### src/rtl/iob_ibus_dbus_arbiter.sv
// iob_ibus_dbus_arbiter
// Shares one IOb-native memory port between the instruction bus (I) and the
// data bus (D). Requests and responses pass through combinationally. Once the
// shared port shows a request, the grant stays on that requester until it is
// accepted. Only one read may be outstanding at a time. Its response is routed
// back to the requester that issued it.
//
// Ports:
//   clk_i, rst_i, cke_i         clock, synchronous active-high reset, clock enable
//   ibus_*_i / ibus_*_o         requester I: avalid, addr, wdata, wstrb, ready, rvalid, rdata
//   dbus_*_i / dbus_*_o         requester D: same fields as I
//   mem_*_o / mem_*_i           shared port: avalid, addr, wdata, wstrb, ready, rvalid, rdata
//
// state | meaning
// IDLE  | requests may be granted
// RD_I  | read outstanding for I
// RD_D  | read outstanding for D
module iob_ibus_dbus_arbiter #(
    parameter int ADDR_W     = 32,
    parameter int DATA_W     = 32,
    parameter int FIXED_PRIO = 0
) (
    input  logic                clk_i,
    input  logic                rst_i,
    input  logic                cke_i,
    input  logic                ibus_avalid_i,
    input  logic [ADDR_W-1:0]   ibus_addr_i,
    input  logic [DATA_W-1:0]   ibus_wdata_i,
    input  logic [DATA_W/8-1:0] ibus_wstrb_i,
    output logic                ibus_ready_o,
    output logic                ibus_rvalid_o,
    output logic [DATA_W-1:0]   ibus_rdata_o,
    input  logic                dbus_avalid_i,
    input  logic [ADDR_W-1:0]   dbus_addr_i,
    input  logic [DATA_W-1:0]   dbus_wdata_i,
    input  logic [DATA_W/8-1:0] dbus_wstrb_i,
    output logic                dbus_ready_o,
    output logic                dbus_rvalid_o,
    output logic [DATA_W-1:0]   dbus_rdata_o,
    output logic                mem_avalid_o,
    output logic [ADDR_W-1:0]   mem_addr_o,
    output logic [DATA_W-1:0]   mem_wdata_o,
    output logic [DATA_W/8-1:0] mem_wstrb_o,
    input  logic                mem_ready_i,
    input  logic                mem_rvalid_i,
    input  logic [DATA_W-1:0]   mem_rdata_i
);

    typedef enum logic [1:0] {
        IDLE = 2'd0,
        RD_I = 2'd1,
        RD_D = 2'd2
    } state_t;

    localparam logic GNT_I = 1'b0;
    localparam logic GNT_D = 1'b1;

    state_t state_q, state_d;
    logic   last_grant_q, last_grant_d;
    logic   lock_q, lock_d;
    logic   lock_grant_q, lock_grant_d;
    logic   grant;
    logic   active;
    logic   accept;

    // Outputs are silenced while in reset or while the clock is not enabled.
    assign active = cke_i & ~rst_i;

    always_comb begin
        grant = GNT_I;
        if (lock_q) begin
            grant = lock_grant_q;
        end else if (ibus_avalid_i && !dbus_avalid_i) begin
            grant = GNT_I;
        end else if (!ibus_avalid_i && dbus_avalid_i) begin
            grant = GNT_D;
        end else if (ibus_avalid_i && dbus_avalid_i) begin
            grant = (FIXED_PRIO != 0) ? GNT_D : ~last_grant_q;
        end
    end

    assign mem_addr_o   = (grant == GNT_D) ? dbus_addr_i  : ibus_addr_i;
    assign mem_wdata_o  = (grant == GNT_D) ? dbus_wdata_i : ibus_wdata_i;
    assign mem_wstrb_o  = (grant == GNT_D) ? dbus_wstrb_i : ibus_wstrb_i;
    assign mem_avalid_o = active && (state_q == IDLE) &&
                          ((grant == GNT_D) ? dbus_avalid_i : ibus_avalid_i);
    assign accept       = mem_avalid_o & mem_ready_i;

    assign ibus_ready_o  = accept && (grant == GNT_I);
    assign dbus_ready_o  = accept && (grant == GNT_D);
    assign ibus_rvalid_o = active && (state_q == RD_I) && mem_rvalid_i;
    assign dbus_rvalid_o = active && (state_q == RD_D) && mem_rvalid_i;
    assign ibus_rdata_o  = mem_rdata_i;
    assign dbus_rdata_o  = mem_rdata_i;

    always_comb begin
        state_d      = state_q;
        last_grant_d = last_grant_q;
        lock_d       = lock_q;
        lock_grant_d = lock_grant_q;
        case (state_q)
            IDLE: begin
                if (accept) begin
                    last_grant_d = grant;
                    lock_d       = 1'b0;
                    if (mem_wstrb_o == '0) begin
                        state_d = (grant == GNT_D) ? RD_D : RD_I;
                    end
                end else if (mem_avalid_o) begin
                    lock_d       = 1'b1;
                    lock_grant_d = grant;
                end else begin
                    // Covers a locked requester withdrawing its request.
                    lock_d = 1'b0;
                end
            end
            RD_I, RD_D: begin
                if (mem_rvalid_i) begin
                    state_d = IDLE;
                end
            end
            default: state_d = IDLE;
        endcase
    end

    always_ff @(posedge clk_i) begin
        if (rst_i) begin
            state_q      <= IDLE;
            last_grant_q <= GNT_I;
            lock_q       <= 1'b0;
            lock_grant_q <= GNT_I;
        end else if (cke_i) begin
            state_q      <= state_d;
            last_grant_q <= last_grant_d;
            lock_q       <= lock_d;
            lock_grant_q <= lock_grant_d;
        end
    end

endmodule

### config.mk
export PLATFORM = sky130hd
export DESIGN_NAME = iob_ibus_dbus_arbiter
export DESIGN_NICKNAME = d
export VERILOG_FILES = /design/src/rtl/iob_ibus_dbus_arbiter.sv
export SDC_FILE = /design/constraint.sdc
export NUM_CORES = 1
export LEC_CHECK = 0
export BUFFER_PORTS_ARGS = -buffer_cell sky130_fd_sc_hd__clkbuf_2
export CELL_PAD_IN_SITES_DETAIL_PLACEMENT = 1
export CELL_PAD_IN_SITES_GLOBAL_PLACEMENT = 2
export CORE_MARGIN = 1.5
export CORE_UTILIZATION = 11
export DETAILED_ROUTE_END_ITERATION = 12
export HOLD_SLACK_MARGIN = 0.03
export PLACE_DENSITY = 0.83
export SYNTH_ARGS = -nofsm -noshare
export SYNTH_HDL_FRONTEND = slang
export SYNTH_SLANG_ARGS = --single-unit
export TNS_END_PERCENT = 5
### constraint.sdc
create_clock -name clk_i -period 3.61 [get_ports clk_i]
set_input_delay 0.5415 -clock clk_i [delete_from_list [all_inputs] [get_ports clk_i]]
set_output_delay 0.5415 -clock clk_i [all_outputs]
set_load 0.01 [all_outputs]
## Yosys cells after proc, flatten, opt, wreduce, memory -nomap -nowiden

Cells that the tools add are included.

- Register bits: 5

- Bitwise gates (word level): 6
- Reduce and logical (&&, ||, !) cells: 20
- Multiplexer cells: 15
- Eq/ne operators: 5

Operators by type and width:

| operator | count |
|---|---|
| two-way mux 32 bit | 2 |
| logical AND 1 bit | 11 |
| two-way mux 2 bit | 4 |
| AND reduction 4 bit | 2 |
| two-way mux 1 bit | 7 |
| zero test 4 bit | 1 |
| two-way mux 4 bit | 1 |
| != test 2 bit, second input constant | 2 |
| inverter 1 bit | 4 |
| one-hot mux 2 bit (2 select lines) | 1 |
| AND reduction 3 bit | 1 |
| bitwise AND 1 bit | 2 |
| == test 2 x 1 -> 1 bit, second input constant | 1 |
| == test 2 bit, second input constant | 1 |
| zero test 1 bit | 2 |
| zero test 2 bit | 1 |
| != test 2 x 1 -> 1 bit, second input constant | 1 |
| AND reduction 2 bit | 1 |
| OR reduction 2 bit | 1 |

## Longest topological paths before layout

Gate-level depths: netlist (run 1).

- Word-level depth: 10
- Depth in mapped cells: 6
- Mapped depth without buffers: 6

## Worst setup path before layout (run 1)

Ideal clock, no wire load.

- Path kind: in2out
- Start point: input port dbus_avalid_i
- End point: output port mem_addr_o[0]
- Arrival time: 1616 ps
- Cell stages on the path: 4
- Slack: 1453 ps
- Path through: nor2b_1 a22oi_1 buf_2 mux2_2

- Cells in the longest elaborated chain, start to end: 6
- Elaborated cells on any way between the ends: 9
- Those cells by class: mux (5); reduce/logical (4)

RTL lines:

| item | line | RTL |
|---|---|---|
| start: declaration | 33 | `input logic dbus_avalid_i,` |
| logical AND 1 bit | 77 | `end else if (ibus_avalid_i && dbus_avalid_i) begin` |
| two-way mux 1 bit | 77 |  |
| two-way mux 1 bit | 75 | `end else if (!ibus_avalid_i && dbus_avalid_i) begin` |
| two-way mux 1 bit (*) | 73 | `end else if (ibus_avalid_i && !dbus_avalid_i) begin` |
| two-way mux 1 bit (*) | 71 | `if (lock_q) begin` |
| two-way mux 32 bit (*) | 82 | `assign mem_addr_o = (grant == GNT_D) ? dbus_addr_i : ibus_addr_i;` |
| end: declaration | 41 | `output logic [ADDR_W-1:0] mem_addr_o,` |

Mark *: on every way between the ends. The rest lies on a longest branch, timed or not.

## Final worst setup path (run 1)

- Start point: register lock_q
- End point: output port mem_addr_o[7]

- Cells in the longest elaborated chain, start to end: 2

RTL lines:

| item | line | RTL |
|---|---|---|
| start: declaration | 60 | `logic lock_q, lock_d;` |
| start signal: assignment | 135 | `lock_q <= lock_d;` |
| two-way mux 1 bit | 71 |  |
| two-way mux 32 bit | 82 |  |

Every way passes these cells.

==> results of run 1 <==
-- critical path: stages, from the launching register on --
cell,delay (ns)
dfxtp_1,0.46
nor2b_1,0.13
a22oi_2,0.22
buf_12,0.36
mux2_2,0.40
clkbuf_2,0.14
-- through the flow --
stage | power (uW) | hold slack [ns] | instance area (um^2) | std cells
5_1_grt | 595 | 0.509 | 2580 | 523
4_1_cts | 571 | 0.494 | 2580 | 523
2_1_floorplan | 291 | 0.451 | 1680 | 187
3_5_place_dp | 383 | 0.486 | 2500 | 519
3_3_place_gp | 375 | 0.473 | 2500 | 519
6_report | 564 | 0.493 | 2580 | 523
-- cell type report --
class	instances	area [um^2]	share of cell area
clock buffer	4	78.8	0.0306
inverter	4	15.0	0.00583
multi-input combinational	106	1050	0.408
sequential	5	100	0.0389
tap	188	235	0.0913
timing repair buffer	216	1100	0.425
-- layout by cell type, fill, tap and decap left out, drive strengths merged --
| cell | n |
|---|---|
| nor4 | 1 |
| a211oi | 2 |
| a2111o | 1 |
| nand2 | 7 |
| a221oi | 1 |
| clkbuf | 219 |
| a31oi | 1 |
| or4 | 1 |
| nor3 | 1 |
| mux2 | 68 |
| and4b | 2 |
| buf | 1 |
| nor2b | 1 |
| a2111oi | 2 |
| ha | 3 |
| a21oi | 2 |
| inv | 4 |
| dfxtp | 5 |
| nand2b | 2 |
| o21ai | 1 |
| a22o | 1 |
| a22oi | 1 |
| mux2i | 3 |
| nor2 | 5 |
-- cell families after synthesis --
| group | after synthesis | synth area share |
|---|---|---|
| AOI/OAI and AO/OA | 12 | 0.0655 |
| adders and majority gates | 3 | 0.0223 |
| and+or+nand+nor | 20 | 0.0610 |
| muxes | 71 | 0.473 |
| DFF | 5 | 0.0595 |
| buffers and inverters | 76 | 0.318 |
-- power breakdown --
| group | switching (uW) | internal (uW) |
|---|---|---|
| registers | 1.96 | 57.2 |
| logic | 144 | 175 |
| clock network | 38.5 | 147 |
-- per-layer routing --
metal  vias up  GRT usage  routed length, um
met1       874     0.0763               2400
met4         0     0.0284                153
met3        22     0.0164                654
met5         -          0                  0
li1        887          -                  -
met2       136      0.147               3660
-- flip-flops by register name, summed over array words and instances, names as in the netlist --
register / flops
lock_grant_q: 1
last_grant_q: 1
lock_q: 1
state_q: 2
-- worst paths after layout --
path,startpoint,endpoint,slack (ns),cells past startpoint
max,lock_q$_SDFFE_PP0P_,mem_addr_o[7],1.08,5
max reg2reg,state_q[0]$_SDFFE_PP0P_,state_q[0]$_SDFFE_PP0P_,1.78,6
min,state_q[1]$_SDFFE_PP0P_,state_q[1]$_SDFFE_PP0P_,0.49,2
min reg2reg,state_q[1]$_SDFFE_PP0P_,state_q[1]$_SDFFE_PP0P_,0.49,2
==> impl_metrics.json, run 1 <==
{
  "cts_sinks": 5,
  "hpwl_um": 6150,
  "grt_max_degree": 71,
  "yosysMostFrequentCell": "mux2_2",
  "syn_nets": 365,
  "first_pass_iters": 4,
  "cts_resized": 0,
  "fin_ws_ns": 1.08,
  "grt_pass1_vias": 1976,
  "cts_tree": "done",
  "rows": 45,
  "period_share": 0.701,
  "io_pins": 312,
  "drc_errors": 0,
  "synth_warnings": 0,
  "power.density_nw_per_um2": 219,
  "slew-limit-headroom": 0.567,
  "layout-drive-gt1-share": 0.863,
  "synth_edf_count": 0,
  "rsz0062_at_grt": "no",
  "p_leak_uw": 0.00136,
  "crit_arrival_ns": 1.99,
  "cp.required_ns": 3.07,
  "ys_types": 25,
  "ctsHoldBuffers": 0,
  "slew_violations": 0,
  "synth_top_flop_cell": "dfxtp_1",
  "clk_latency_ns": 0.23,
  "ctsRootBufferMaster": "clkbuf_16",
  "startpoint_type": "register",
  "wl_per_cell_um": 13.1,
  "io_buffers": 215,
  "async_flop_share": 0,
  "fp.dieArea_um2": 16000,
  "core_um2": 15100,
  "antenna_found_initial": 0,
  "num_antenna_cells": 0,
  "cts_max_level": 1,
  "syn_inst": 187,
  "setup.worst_path.end_class": "primary output",
  "synth_top_cells_by_area": "mux2_2 (46%), buf_4 (29%), dfxtp_1 (6.0%)",
  "fin_worst_skew_ns": 0.00163,
  "finalNetCount": 514,
  "drtIter0Drc": 38,
  "grt_use_total": 0.0748,
  "cp_max_fo": 70,
  "nFillCells": 1877,
  "gp_congestion": 0.679,
  "viasPerCell": 3.67,
  "utilization": 0.171,
  "path_class": "register to primary output",
  "synth_commonest_cells": "mux2_2 (68), buf_4 (64), buf_2 (8), nand2_1 (7)",
  "wl_um": 6870,
  "postCtsSetupBuffers": 0,
  "vias": 1919,
  "fp.dieH_um": 127,
  "setup_viol": 0,
  "synthToLayoutAreaGrowth_pct": 53.2,
  "hold_path_class": "register to register",
  "fmax_mhz": 395,
  "hold_violations": 0,
  "grt_pass1_wl_um": 9640,
  "ir_drop_mv": 0.114,
  "start_util": 0.111,
  "antenna_left": 0,
  "tns_ns": 0,
  "avgSynthCellArea_um2": 8.99,
  "synth_top_area_share": 0.455,
  "drv_cap": 0,
  "fp.dieW_um": 127,
  "yosys.area.top_type": "mux2_2",
  "cts_buffers": 3,
  "fin_crit_ns": 2.53,
  "grt-ovfl-total": 0,
  "synthesis.area_um2": 1680,
  "synth_seq_cells": 5,
  "cts_buffer_depth": 2,
  "status": "finished, final reports clean",
  "yosysSeqAreaShare": 0.0595,
  "clk_pin_slew_ns": 0.03,
  "place_ws_ns": 1.10,
  "tightest_slew_ns": 0.648
}
Note: power is estimated with default switching activity, not from simulation.
==> run 2: changes to the inputs <==
ABC_AREA = 1   (was default)
CORE_UTILIZATION = 10   (was 11)
PLACE_DENSITY = 0.91   (was 0.83)
clock period = 2.1 ns   (was 3.61 ns; I/O delays follow)
==> run 2 against run 1 <==
Area after synthesis grew 0.60%; via count grew 28%; largest power group unchanged; critical path type unchanged; global-route usage shrank 0.18 points; largest cell class unchanged; utilization shrank 1.2 points; setup slack lost 0.92 ns; cell area grew 2.3%.
==> impl_metrics.json, run 2 <==
{
  "comb_power_share": 0.576,
  "layout_common_cells": "clkbuf_2 (214), nand2_1 (207), nor2_1 (9)",
  "power.density_nw_per_um2": 373,
  "num_antenna_cells": 0,
  "drtIter0Drc": 35,
  "p_seq_frac": 0.102,
  "cts_max_level": 1,
  "largest_reg_flops": 2,
  "fp.dieW_um": 133,
  "layout-drive-gt1-share": 0.490,
  "p_leak_uw": 0.00175,
  "start_util": 0.102,
  "clock_power_share": 0.322,
  "drv_cap": 0,
  "async_flop_share": 0,
  "power.internal_uw": 603,
  "status": "finished, final reports clean",
  "syn_nets": 515,
  "wl_um": 7190,
  "synthesis.area_um2": 1690,
  "synth_seq_cells": 5,
  "grt-ovfl-total": 0,
  "antenna_found_initial": 0,
  "grt_pass1_wl_um": 10500,
  "utilization": 0.159,
  "fp.dieArea_um2": 17700,
  "regMostFlops": "state_q",
  "swShare": 0.386,
  "gp_congestion": 0.738,
  "synth_warnings": 0,
  "yosys.area.top_type": "nand2_1",
  "cp_common_cell": "nand2_1",
  "syn_inst": 337,
  "yosysMostFrequentCell": "nand2_1",
  "setup_viol": 0,
  "fin_worst_skew_ns": 0.00172,
  "fin_crit_ns": 1.94,
  "finalNetCount": 661,
  "ys_types": 20,
  "synth_top_cells_by_area": "nand2_1 (46%), buf_4 (28%), dfxtp_1 (5.9%)",
  "cp_cell_sequence": "inv_1 > nand3_4 > nand2_4 > buf_4 > nand2_1 > nand2_1 > clkbuf_2",
  "path_class": "register to primary output",
  "fp.dieH_um": 133,
  "io_pins": 312,
  "grt_use_total": 0.0730,
  "mostFrequentLayoutCell": "clkbuf_2",
  "clk_pin_slew_ns": 0.03,
  "vias": 2462,
  "wl_per_cell_um": 10.2,
  "viasPerCell": 3.51,
  "grt_pass1_vias": 2227,
  "crit_slowest_cell": "buf_4",
  "startpoint_type": "register",
  "io_buffers": 215,
  "clk_latency_ns": 0.23,
  "setup.worst_path.end_class": "primary output",
  "drc_errors": 0,
  "cp.required_ns": 1.78,
  "hpwl_um": 6410,
  "cp_max_fo": 39,
  "grt_max_degree": 40,
  "hold_violations": 0,
  "crit_arrival_ns": 1.62,
  "synth_commonest_cells": "nand2_1 (207), buf_4 (64), buf_2 (10), nor2_1 (10), inv_1 (7)",
  "cts_buffers": 3,
  "antenna_left": 0,
  "rsz0062_at_grt": "no",
  "slew_violations": 0,
  "fmax_mhz": 516,
  "critPathMaxStageDelay_ns": 0.36,
  "ctsHoldBuffers": 0,
  "synth_top_area_share": 0.459,
  "core_um2": 16600,
  "hold_path_class": "input port to register",
  "cts_buffer_depth": 2,
  "yosysSeqAreaShare": 0.0592,
  "avgSynthCellArea_um2": 5.02,
  "synthToLayoutAreaGrowth_pct": 55.8,
  "ctsRootBufferMaster": "clkbuf_16",
  "cpLargestDelayFamily": "buffers and inverters",
  "first_pass_iters": 4,
  "p_sw_uw": 380,
  "critical_path_buf_inv_count": 3,
  "cts_sinks": 5,
  "synth_top_flop_cell": "dfxtp_1",
  "synth_edf_count": 0,
  "ir_drop_mv": 0.175,
  "rows": 47,
  "cts_tree": "done",
  "period_share": 0.923,
  "slew-limit-headroom": 0.735,
  "tns_ns": 0,
  "tightest_slew_ns": 0.397
}
## run 2: timing repair
item / in CTS / in global routing
setup buffers: 0 / 0
gates resized for setup: 0 / 5
endpoints found under the setup margin: 0 / 1
## run 2: kinds of logic after synthesis
group	count (synthesis)	share of synthesized area
AOI/OAI and AO/OA	7	0.0207
and+or+nand+nor	234	0.553
adders and majority gates	3	0.0222
buffers and inverters	88	0.345
DFF	5	0.0592
## run 2: per-layer routing
layer / GRT usage / share of wire / vias to the layer above
li1: - / - / 1230
met1: 0.0704 / 0.35 / 1031
met2: 0.133 / 0.47 / 178
met3: 0.0345 / 0.15 / 23
met4: 0.0299 / 0.031 / 0
met5: 0 / 0 / -
## run 2: power groups by stage
| stage | clock (uW) | combinational (uW) | sequential (uW) |
|---|---|---|---|
| 2_1_floorplan | 0 | 393 | 101 |
| 3_3_place_gp | 0 | 573 | 101 |
| 3_5_place_dp | 0 | 578 | 101 |
| 4_1_cts | 319 | 580 | 100 |
| 5_1_grt | 330 | 634 | 100 |
| 6_report | 317 | 567 | 100 |
## run 2: final timing paths
check                                   end                       from  slack [ns]  cells after the start
setup / recovery             mem_addr_o[31]        lock_q$_SDFFE_PP0P_        0.16                      7
hold / removal          lock_q$_SDFFE_PP0P_                      rst_i        0.29                      2
setup reg to reg    state_q[0]$_SDFFE_PP0P_        lock_q$_SDFFE_PP0P_        0.40                     13
hold reg to reg   lock_grant_q$_SDFFE_PP0P_  lock_grant_q$_SDFFE_PP0P_        0.46                      2
## run 2: cell type report
class	instances	area, um^2
Multi-Input combinational cell	244	1020
Inverter	10	37.5
Tap cell	220	275
Sequential cell	5	100
Fill cell	2171	13900
Clock buffer	4	78.8
Timing Repair Buffer	219	1120
## run 2: stage by stage
step           hold slack, ns  worst slack, ns  std cells  instance area, um^2  total power [uW]
5_1_grt                 0.298           0.0154        702                 2640              1060
2_1_floorplan           0.384            0.547        337                 1690               494
6_report                0.289            0.163        702                 2640               983
3_3_place_gp            0.450            0.295        698                 2540               674
4_1_cts                 0.291            0.118        702                 2620              1000
3_5_place_dp            0.461            0.275        698                 2540               680
## run 2: worst reg2reg max path, delay by kind of cell, from the launching register on
| family | cells | cell delay (ns) |
|---|---|---|
| AND/OR/NAND/NOR | 11 | 0.84 |
| flip-flops | 1 | 0.32 |
| buffers and inverters | 2 | 0.42 |
==> run 3: changes to the inputs <==
ABC_AREA = default   (was 1)
GPL_ROUTABILITY_DRIVEN = 0   (was default)
PLACE_DENSITY = 0.8   (was 0.91)
==> run 3 against run 2 <==
Hold slack improved by 0.062 ns; critical path type unchanged; clock-buffer cell count did not move; largest cell class unchanged; clock skew hardly changed.
==> impl_metrics.json, run 3 (synthesis results as in run 1) <==
{
  "r2r_setup_slack_ns": 0.39,
  "ctsHoldBuffers": 0,
  "setup.worst_path.end_class": "primary output",
  "grt_pass1_vias": 2050,
  "r2r_end": "state_q[1]$_SDFFE_PP0P_",
  "rr_worst_depth": 6,
  "timing.rr.start": "state_q[0]$_SDFFE_PP0P_",
  "drtIter0Drc": 8,
  "hpwl_um": 6820,
  "rows": 47,
  "ctsRootBufferMaster": "clkbuf_16",
  "fin_worst_skew_ns": 0.00185,
  "setup_viol": 0,
  "clk_pin_slew_ns": 0.03,
  "grt_pass1_wl_um": 11400,
  "worstHoldStart": "rst_i",
  "cts_sinks": 5,
  "final-seq-area_um2": 104,
  "num_antenna_cells": 0,
  "io_buffers": 215,
  "p_leak_uw": 0.00140,
  "multi_input_area_um2": 1060,
  "cts_buffers": 3,
  "crit_arrival_ns": 1.71,
  "nFillCells": 2035,
  "first_pass_iters": 4,
  "place_ws_ns": 0.107,
  "synthToLayoutAreaGrowth_pct": 59.9,
  "fp.dieW_um": 133,
  "cp.required_ns": 1.78,
  "grt_use_total": 0.0828,
  "drc_errors": 0,
  "mostFrequentLayoutCell": "clkbuf_2",
  "viasPerCell": 3.45,
  "io_pins": 312,
  "layout_common_cells": "clkbuf_2 (215), mux2_2 (66), nand2_1 (7)",
  "hold_violations": 0,
  "tightest_slew_ns": 0.596,
  "core_um2": 16500,
  "cp-startpoint": "lock_q$_SDFFE_PP0P_",
  "finalNetCount": 518,
  "endpoint": "mem_addr_o[11]",
  "fp.dieArea_um2": 17600,
  "hold_path_class": "input port to register",
  "cts_tree": "done",
  "fin_crit_ns": 2.03,
  "fmax_mhz": 493,
  "slew-limit-headroom": 0.602,
  "wl_um": 7830,
  "rsz0062_at_grt": "yes",
  "status": "finished, final reports clean",
  "clk_latency_ns": 0.23,
  "slew_violations": 0,
  "power.density_nw_per_um2": 372,
  "startpoint_type": "register",
  "ir_drop_mv": 0.176,
  "wl_per_cell_um": 14.0,
  "fp.dieH_um": 133,
  "cts_max_level": 1,
  "grt-ovfl-total": 0,
  "vias": 1928,
  "antenna_found_initial": 0,
  "cp_max_fo": 25,
  "grt_max_degree": 26,
  "instances_no_fill": 559,
  "drv_cap": 0,
  "place_inst": 553,
  "path_class": "register to primary output",
  "cts_buffer_depth": 2,
  "start_util": 0.102,
  "regMostFlops": "state_q",
  "period_share": 0.966,
  "layout-drive-gt1-share": 0.867,
  "antenna_left": 0,
  "fin_ws_ns": 0.0706,
  "largest_reg_flops": 2
}
==> run 3: power breakdown <==
part	total [uW]	switching (uW)	leakage, uW	internal (uW)
combinational	585	266	0.00132	319
clock	314	61.9	0.0000382	252
sequential	101	3.17	0.0000413	97.6
total	999	331	0.00140	668
==> run 3: per-layer routing <==
layer / GRT usage / wire length, um / share of wire / vias up
li1: - / - / - / 898
met1: 0.0840 / 2650 / 0.34 / 867
met2: 0.162 / 4190 / 0.53 / 144
met3: 0.0264 / 868 / 0.11 / 19
met4: 0.0220 / 126 / 0.016 / 0
met5: 0 / 0 / 0 / -
==> run 3: worst max-delay path, stage by stage (launching register included) <==
cell and delay [ns]:
dfxtp_4 0.36, nor2b_1 0.07, a22oi_2 0.16, buf_6 0.17, buf_12 0.19, mux2_2 0.39, clkbuf_2 0.14
==> run 3: worst min path at each step <==
stage,cells past startpoint,slack [ns],end
final,2,0.35,lock_q$_SDFFE_PP0P_
after global routing,2,0.37,lock_q$_SDFFE_PP0P_
after CTS,2,0.35,lock_q$_SDFFE_PP0P_
after detailed placement,2,0.48,state_q[1]$_SDFFE_PP0P_
after global placement,2,0.47,state_q[1]$_SDFFE_PP0P_
after floorplan,1,0.39,lock_q$_SDFFE_PP0P_
==> run 3: timing repair <==
action | in CTS | in global routing
gates cloned | 1 | 0
resized for setup | 1 | 7
setup endpoints to repair | 67 | 63
pin swaps | 0 | 1
setup buffers | 1 | 0
==> run 3: per-stage QoR <==
step / hold WS (ns) / TNS (ns) / power (uW) / util / instance area, um^2
6_report: 0.350 / 0 / 999 / 0.163 / 2690
3_3_place_gp: 0.469 / 0 / 673 / 0.154 / 2550
4_1_cts: 0.353 / -1.47 / 1020 / 0.162 / 2670
3_5_place_dp: 0.479 / 0 / 678 / 0.154 / 2550
2_1_floorplan: 0.387 / 0 / 500 / - / 1680
5_1_grt: 0.373 / -0.438 / 1060 / 0.163 / 2690
==> run 3: final cells by class <==
type                       instances  area share
clock buffer                       4      0.0293
sequential                         5      0.0386
inverter                           4     0.00558
timing repair buffer             220       0.430
multi-input combinational        106       0.394
tap                              220       0.102
